$ cat config.mk
export PLATFORM = sky130hd
export DESIGN_NAME = tlb_maint_sequencer
export DESIGN_NICKNAME = d
export VERILOG_FILES = /design/src/rtl/tlb_maint_sequencer.sv
export SDC_FILE = /design/constraint.sdc
export NUM_CORES = 1
export LEC_CHECK = 0
export BUFFER_PORTS_ARGS = -buffer_cell sky130_fd_sc_hd__buf_2
export CELL_PAD_IN_SITES_DETAIL_PLACEMENT = 1
export CELL_PAD_IN_SITES_GLOBAL_PLACEMENT = 1
export CORE_ASPECT_RATIO = 1.25
export CORE_MARGIN = 5
export CORE_UTILIZATION = 24
export DETAILED_ROUTE_END_ITERATION = 8
export PLACE_DENSITY_LB_ADDON = 0.15
export SLEW_MARGIN = 0
export SYNTH_ARGS = -nofsm -noshare
export SYNTH_HDL_FRONTEND = slang
export SYNTH_SLANG_ARGS = --single-unit
$ cat constraint.sdc
create_clock -name clk -period 2.3 [get_ports clk]
set_input_delay 0.115 -clock clk [delete_from_list [all_inputs] [get_ports clk]]
set_output_delay 0.115 -clock clk [all_outputs]
set_load 0.02 [all_outputs]
$ cat src/rtl/tlb_maint_sequencer.sv
// Serialises TLB maintenance operations onto the MMU maintenance port: drain in-flight
// translations, issue for one cycle, present the held result, then request a refetch.
module tlb_maint_sequencer #(
    parameter int          TLB_n     = 5,
    parameter logic [3:0]  MMU_TYPE  = 4'd11,
    parameter logic [15:0] LFSR_SEED = 16'hACE1
) (
    input  logic             clk,
    input  logic             rstn,
    input  logic             req_valid,
    output logic             req_ready,
    input  logic [4:0]       req_subtype,
    input  logic [4:0]       req_op,
    input  logic [31:0]      req_rj,
    input  logic [31:0]      req_rk,
    input  logic [31:0]      req_tlbidx,
    input  logic             flush,
    input  logic             inflight0,
    input  logic             inflight1,
    output logic             hold_xlat,
    output logic [3:0]       seq_MMU_type,
    output logic [4:0]       seq_MMU_subtype,
    output logic [15:0]      seq_MMU_excp_arg,
    output logic [31:0]      seq_MMU_rj,
    output logic [31:0]      seq_MMU_rk,
    output logic [31:0]      seq_MMU_TLBIDX,
    output logic             seq_MMU_stallw,
    output logic             resp_valid,
    output logic             resp_err,
    output logic [TLB_n-1:0] resp_index,
    output logic             refetch_req
);

    typedef enum logic [2:0] {
        S_IDLE,
        S_DRAIN,
        S_ISSUE,
        S_RESP,
        S_REFETCH
    } state_t;

    state_t state_q, state_d;
    logic [15:0] lfsr_q, lfsr_d;
    logic [4:0]  sub_q, sub_d, op_q, op_d;
    logic [31:0] rj_q, rj_d, rk_q, rk_d, idx_q, idx_d;
    logic [3:0]  type_q, type_d;
    logic [4:0]  msub_q, msub_d;
    logic [15:0] excp_q, excp_d;
    logic [31:0] mrj_q, mrj_d, mrk_q, mrk_d, midx_q, midx_d;
    logic        stallw_q, stallw_d;
    logic        resp_valid_q, resp_valid_d, resp_err_q, resp_err_d;
    logic [TLB_n-1:0] resp_index_q, resp_index_d;
    logic        refetch_q, refetch_d;

    logic        legal, changes_tlb;
    logic [31:0] issue_idx;

    assign legal       = (sub_q >= 5'd1) && (sub_q <= 5'd5);
    assign changes_tlb = (sub_q >= 5'd3) && (sub_q <= 5'd5);
    // TLBFILL replaces only the index field with the pseudo-random victim.
    assign issue_idx   = (sub_q == 5'd4) ? {idx_q[31:TLB_n], lfsr_q[TLB_n-1:0]} : idx_q;

    always_comb begin
        state_d      = state_q;
        lfsr_d       = {lfsr_q[0] ^ lfsr_q[2] ^ lfsr_q[3] ^ lfsr_q[5], lfsr_q[15:1]};
        sub_d        = sub_q;
        op_d         = op_q;
        rj_d         = rj_q;
        rk_d         = rk_q;
        idx_d        = idx_q;
        type_d       = 4'd0;
        msub_d       = 5'd0;
        excp_d       = 16'd0;
        mrj_d        = 32'd0;
        mrk_d        = 32'd0;
        midx_d       = 32'd0;
        stallw_d     = 1'b1;
        resp_valid_d = 1'b0;
        resp_err_d   = 1'b0;
        resp_index_d = resp_index_q;
        refetch_d    = 1'b0;
        case (state_q)
            S_IDLE: begin
                if (req_valid) begin
                    sub_d   = req_subtype;
                    op_d    = req_op;
                    rj_d    = req_rj;
                    rk_d    = req_rk;
                    idx_d   = req_tlbidx;
                    state_d = S_DRAIN;
                end
            end
            S_DRAIN: begin
                if (flush) begin
                    state_d = S_IDLE;
                end else if (!legal) begin
                    state_d      = S_RESP;
                    resp_valid_d = 1'b1;
                    resp_err_d   = 1'b1;
                    resp_index_d = idx_q[TLB_n-1:0];
                end else if (!inflight0 && !inflight1) begin
                    state_d      = S_ISSUE;
                    type_d       = MMU_TYPE;
                    msub_d       = sub_q;
                    excp_d       = {11'b0, op_q};
                    mrj_d        = rj_q;
                    mrk_d        = rk_q;
                    midx_d       = issue_idx;
                    stallw_d     = 1'b0;
                    resp_index_d = issue_idx[TLB_n-1:0];
                end
            end
            S_ISSUE: begin
                state_d      = S_RESP;
                resp_valid_d = 1'b1;
            end
            S_RESP: begin
                if (changes_tlb) begin
                    state_d   = S_REFETCH;
                    refetch_d = 1'b1;
                end else begin
                    state_d = S_IDLE;
                end
            end
            S_REFETCH: state_d = S_IDLE;
            default:   state_d = S_IDLE;
        endcase
    end

    always_ff @(posedge clk or negedge rstn) begin
        if (!rstn) begin
            state_q      <= S_IDLE;
            lfsr_q       <= LFSR_SEED;
            sub_q        <= 5'd0;
            op_q         <= 5'd0;
            rj_q         <= 32'd0;
            rk_q         <= 32'd0;
            idx_q        <= 32'd0;
            type_q       <= 4'd0;
            msub_q       <= 5'd0;
            excp_q       <= 16'd0;
            mrj_q        <= 32'd0;
            mrk_q        <= 32'd0;
            midx_q       <= 32'd0;
            stallw_q     <= 1'b1;
            resp_valid_q <= 1'b0;
            resp_err_q   <= 1'b0;
            resp_index_q <= '0;
            refetch_q    <= 1'b0;
        end else begin
            state_q      <= state_d;
            lfsr_q       <= lfsr_d;
            sub_q        <= sub_d;
            op_q         <= op_d;
            rj_q         <= rj_d;
            rk_q         <= rk_d;
            idx_q        <= idx_d;
            type_q       <= type_d;
            msub_q       <= msub_d;
            excp_q       <= excp_d;
            mrj_q        <= mrj_d;
            mrk_q        <= mrk_d;
            midx_q       <= midx_d;
            stallw_q     <= stallw_d;
            resp_valid_q <= resp_valid_d;
            resp_err_q   <= resp_err_d;
            resp_index_q <= resp_index_d;
            refetch_q    <= refetch_d;
        end
    end

    assign req_ready        = (state_q == S_IDLE);
    assign hold_xlat        = (state_q != S_IDLE);
    assign seq_MMU_type     = type_q;
    assign seq_MMU_subtype  = msub_q;
    assign seq_MMU_excp_arg = excp_q;
    assign seq_MMU_rj       = mrj_q;
    assign seq_MMU_rk       = mrk_q;
    assign seq_MMU_TLBIDX   = midx_q;
    assign seq_MMU_stallw   = stallw_q;
    assign resp_valid       = resp_valid_q;
    assign resp_err         = resp_err_q;
    assign resp_index       = resp_index_q;
    assign refetch_req      = refetch_q;

endmodule

---- After elaboration in Yosys (flattened, before gate mapping) ----
Cells that the tools add are included.
Widths: inputs -> output; s select.
storage, ports and cells
  flip-flop bits (word level) ............. 255
  input bits .............................. 112
  output and inout bits ................... 132
cells by class
  eq/ne operators ......................... 7
  order comparisons ....................... 3
  muxes and demuxes ....................... 43
  bitwise gates (word level) .............. 4
  reduce and logical (&&, ||, !) cells .... 10
operators with widths
  cell                number
  $mux 32             12
  $mux 5              11
  $mux 4              4
  $mux 3              5
  $pmux 3 s4          1
  $mux 1              9
  $eq 3x2->1 const B  2
  $eq 5x3->1 const B  1
  $ge 5x1->1 const B  1
  $ge 5x2->1 const B  1
  $le 5x3->1 const B  1
  $ne 4x4->1 const B  1
  $reduce_and 2->1    2
  $eq 3x1->1 const B  1
  $logic_and 1x1->1   3
  $logic_not 3->1     1
  $reduce_and 3->1    1
  $reduce_bool 3->1   1
  $xor 1x1->1         3
  $logic_not 1->1     2
  $ne 2x1->1 const B  1
  $ne 2x2->1 const B  1
  $pmux 1 s2          1
  $not 1->1           1

---- Longest topological paths before layout ----
  depth after elaboration ................. 6
  gate-level depth with buffers ........... 7
  depth with buffers taken out ............ 5

---- Worst setup path after synthesis ----
No wires, ideal clock.
  kind .................................... register to register
  start ................................... reg state_q[2]
  end ..................................... reg rj_q[11]
  required time ........................... 2,175 ps
  period minus slack after synthesis ...... 1,933 ps
  slack ................................... 367 ps
  path buffers ............................ 3
  arrival time ............................ 1,808 ps
  stages on the path, launching flop included .. 8
  cells stage by stage .................... dfrtp_1 > or3_4 > inv_2 > and2_1 > buf_4 > buf_6 > buf_6 > mux2_2
between the ends
  word-level cells in the longest chain between the ends .. 2
RTL lines
  what                        RTL line  RTL
  start, declared             42        state_t state_q, state_d;
  start signal, assigned      151       state_q <= state_d;
  $logic_not 3->1             --
  net req_ready               11        output logic req_ready,
  $reduce_and 2->1 (no line)  --
  end signal, assigned        155       rj_q <= rj_d;
  end, declared               45        logic [31:0] rj_q, rj_d, rk_q, rk_d, idx_q, idx_d;
The timed path passes the listed nets, and every way through them passes these cells.
A chain may end at the register's enable or synchronous reset.

---- Worst setup path after layout ----
  start ................................... reg state_q[1]
  end ..................................... reg idx_q[20]
between the ends
  word-level cells in the longest chain between the ends .. 2
RTL lines
  what                        RTL line  RTL
  $logic_not 3->1             82        case (state_q)
  $reduce_and 2->1 (no line)  --
  end signal, assigned        157       idx_q <= idx_d;
  end, declared               45
No other way between the ends.

==> metrics.md <==
| Metric | Value |
|---|---|
| Post-Route WL | 21700 um |
| Initial antenna violation count | 1 |
| Clock skew | 0.0108 ns |
| Status | complete, no violations |
| Total congestion overflow | 0 |
| R2R cell count | 5 |
| Final TNS setup | 0 ns |
| Critical Path Sink Type | register |
| Setup bufs post-CTS | 0 |
| Drt first pass iters | 3 |
| Yosys reg bits | 241 |
| CTS tree | yes |
| # DRC | 0 |
| Synth unique cells | 33 |
| Post-route ant nets | 0 |
| Final setup vio count | 0 |
| DR WL/cell | 15.7 um |
| Post-CTS sizing | 0 |
| Initial DRC count | 191 |
| Crit path required time | 2.72 ns |
| Largest net degree at the start of global routing | 74 |
| Register Area | 6040 um^2 |
| Total Routing Usage GR | 11.0% |
| H-Tree Depth | 1 |
| Complex-gate fraction of the synthesized area | 0.858% |
| Fmax | 499 MHz |
| Area growth, synth to finish | 44.7% |
| Reg-to-Reg Start | state_q[1] |
| Max clock buf depth | 3 |
| Largest family of logic cells by synthesized area | multiplexers |
| Async set-reset flop share out of synthesis | 100% |
| Gpl congestion | 0.738 |
| Synthesized area | 8450 um^2 |
| I/O pin count | 244 |
| RR Endpoint | idx_q[20] |
| Number of fill cells | 3723 |
| First-pass GRT wire length | 33900 um |
| Crit path max fanout | 42 |
| Initial Utilization | 24.4% |
| Core ar. | 34600 um^2 |
| Die area | 39100 um^2 |
| Simple-Gate Fraction of Synth Area | 9.18% |
| Area of the multi-input gates | 2190 um^2 |
| Post-Synth Adder-Cell Area | 0% |
| Multiplexer share of the synthesized area | 14.8% |
| Maximum vdd drop | 0.000517 V |
| DPL Wire Length | 15000 um |
| CTS Sinks | 241 |
| Post-synth EDFFs | 0 |
| WS Path Type | register to register |
| Final worst slack | 0.294 ns |
| Worst EP arrival | 2.43 ns |
| PortBufs | 231 |
| Xor/xnor cell area share of the yosys netlist | 0.311% |
| Mean post-synth cell area | 15.8 um^2 |
| Root Driver | clkbuf_16 |
| CTS Hold Buffers Added | 109 |
| Sequential area share after synthesis | 71.5% |
| Tightest Pin Transition | 0.621 ns |
| Clk network pwr share | 35.8% |
| Fin crit share | 87.2% |
| Vias | 5314 |
| Worst min path class | input pin to asynchronous set/reset pin |
| # Max-Cap Violations | 0 |
| Sequential Power Share | 44.4% |
| Inserted Clock Buffers | 27 |
| Hold Vio Cnt, Final | 0 |
| YS warnings | 0 |
| RSZ-0062 raised after global routing | no |
| Fin. max-slew vios | 0 |
| Vias in the first global route | 6130 |
| Die width | 178 um |
| Skew-Pair Late Insertion Delay | 0.54 ns |
| Placement Setup Slack | 0.268 ns |
| Height of the chip | 220 um |
| Combinational share of power | 19.8% |
| Max-slew headroom | 58.5% |
| Leak pwr | 6.09 nW |
| Placement Rows | 76 |
| Pwr/cell area | 1080 nW/um^2 |
| Ys flop type | dfrtp_1 |
| P_int | 9.75 mW |
| Startpoint types | register |
| Clock-pin slew on the worst setup and hold paths | 0.06 ns |
| Worst R2R Setup Slack | 0.29 ns |
| Net count, final | 1003 |
| Final min period | 2.01 ns |
| Switching share of total power | 25.9% |
| Vias/cell | 3.85 |
| Share of layout cells above drive strength 1 | 43.4% |
| Count of mapped cells out of synthesis | 536 |
| Net load switching power | 3.41 mW |
==> state kept, by name (all words and copies together) (netlist names) <==
name,cells
state_q,3
seq_MMU_type,1
seq_MMU_TLBIDX,32
idx_q,32
seq_MMU_excp_arg,5
resp_err,1
lfsr_q,16
rk_q,32
seq_MMU_rk,32
seq_MMU_stallw,1
resp_valid,1
refetch_req,1
sub_q,5
seq_MMU_subtype,5
resp_index,5
rj_q,32
op_q,5
seq_MMU_rj,32
==> layout make-up <==
cell class	count	area share (%)
Antenna cell	1	0.0205
Clock buffer	36	6.13
Clock inverter	13	1.92
Inverter	2	0.0614
Multi-Input combinational cell	269	17.9
Sequential cell	241	49.4
Tap cell	468	4.79
Timing Repair Buffer	350	19.8
==> cells by family (layout without fill, tap and decap cells) <==
kind of cell / after synthesis / count (layout)
flops: 241 / 241
xor+xnor: 3 / 3
other cells: 1 / 15
simple gates: 128 / 128
buf+inv: 39 / 401
mux: 112 / 112
compound gates: 12 / 12
==> per-stage QoR <==
stage / power, mW / cells / util, % / hold WS (ns) / area (um^2)
after floorplan: 7.61 / 549 / - / -0.181 / 8500
after global placement: 8.27 / 1221 / 29.3 / 0.0721 / 10200
after detailed placement: 8.46 / 1221 / 29.3 / 0.0885 / 10200
after CTS: 13.5 / 1379 / 35.3 / 0.108 / 12200
after global routing: 14.0 / 1380 / 35.3 / 0.152 / 12200
final: 13.2 / 1380 / 35.3 / 0.116 / 12200
==> worst max-delay path, cell delays in order (launching register included) <==
cell and delay, ns:
dfrtp_1 0.44, or3_4 0.40, inv_2 0.07, and2_4 0.30, buf_12 0.26, mux2_2 0.38
==> cells in the final DEF (no fill, tap or decap), types with 7 or more instances in the layout <==
cell type and instances:
mux2_1 11, and2_1 99, dlygate4sd3_1 109, buf_2 230, dfrtp_1 232, nor2_1 12
conb_1 14, mux2_2 95, a21oi_1 7, buf_12 7, clkbuf_16 27, dfstp_2 9
==> power groups by stage <==
stage / sequential, mW / clock (mW) / combinational [mW]
2_1_floorplan: 5.87 / 0 / 1.74
3_3_place_gp: 5.87 / 0 / 2.41
3_5_place_dp: 5.94 / 0 / 2.52
4_1_cts: 5.87 / 4.92 / 2.69
5_1_grt: 6.00 / 5.08 / 2.89
6_report: 5.84 / 4.70 / 2.61
==> worst max-delay path by stage <==
stage / from / depth (start not counted) / to
finish: state_q[1] / 5 / idx_q[20]
global route: state_q[1] / 4 / resp_index[0]
CTS: state_q[1] / 5 / idx_q[20]
detailed placement: state_q[1] / 5 / idx_q[20]
global placement: state_q[2] / 5 / idx_q[20]
floorplan: state_q[2] / 7 / rj_q[11]
==> layer usage <==
metal  vias to the layer above  GRT usage [%]  wire (um)
met5                         -              0          0
met4                         0           4.23        637
met3                        39           2.18       1220
met2                       148           20.2      11600
met1                      2675           12.5       8220
li1                       2452              -          -
==> cell usage after synthesis, types with 2 or more instances <==
library cell  number  area (um^2)
mux2i_1            6         60.1
buf_6              5         56.3
dfstp_2            9          236
and2_1           100          626
nor2_1            12         45.0
clkbuf_2           9         45.0
o21ai_0            2         10.0
mux2_1            11          124
and3_1             2         12.5
mux2_2            95         1070
nand2_1            3         11.3
dfrtp_1          232         5810
buf_4             22          165
a21oi_1            7         35.0
xnor2_1            2         17.5
nand3_1            2         10.0
No activity file was read; power rests on OpenSTA's default activity.
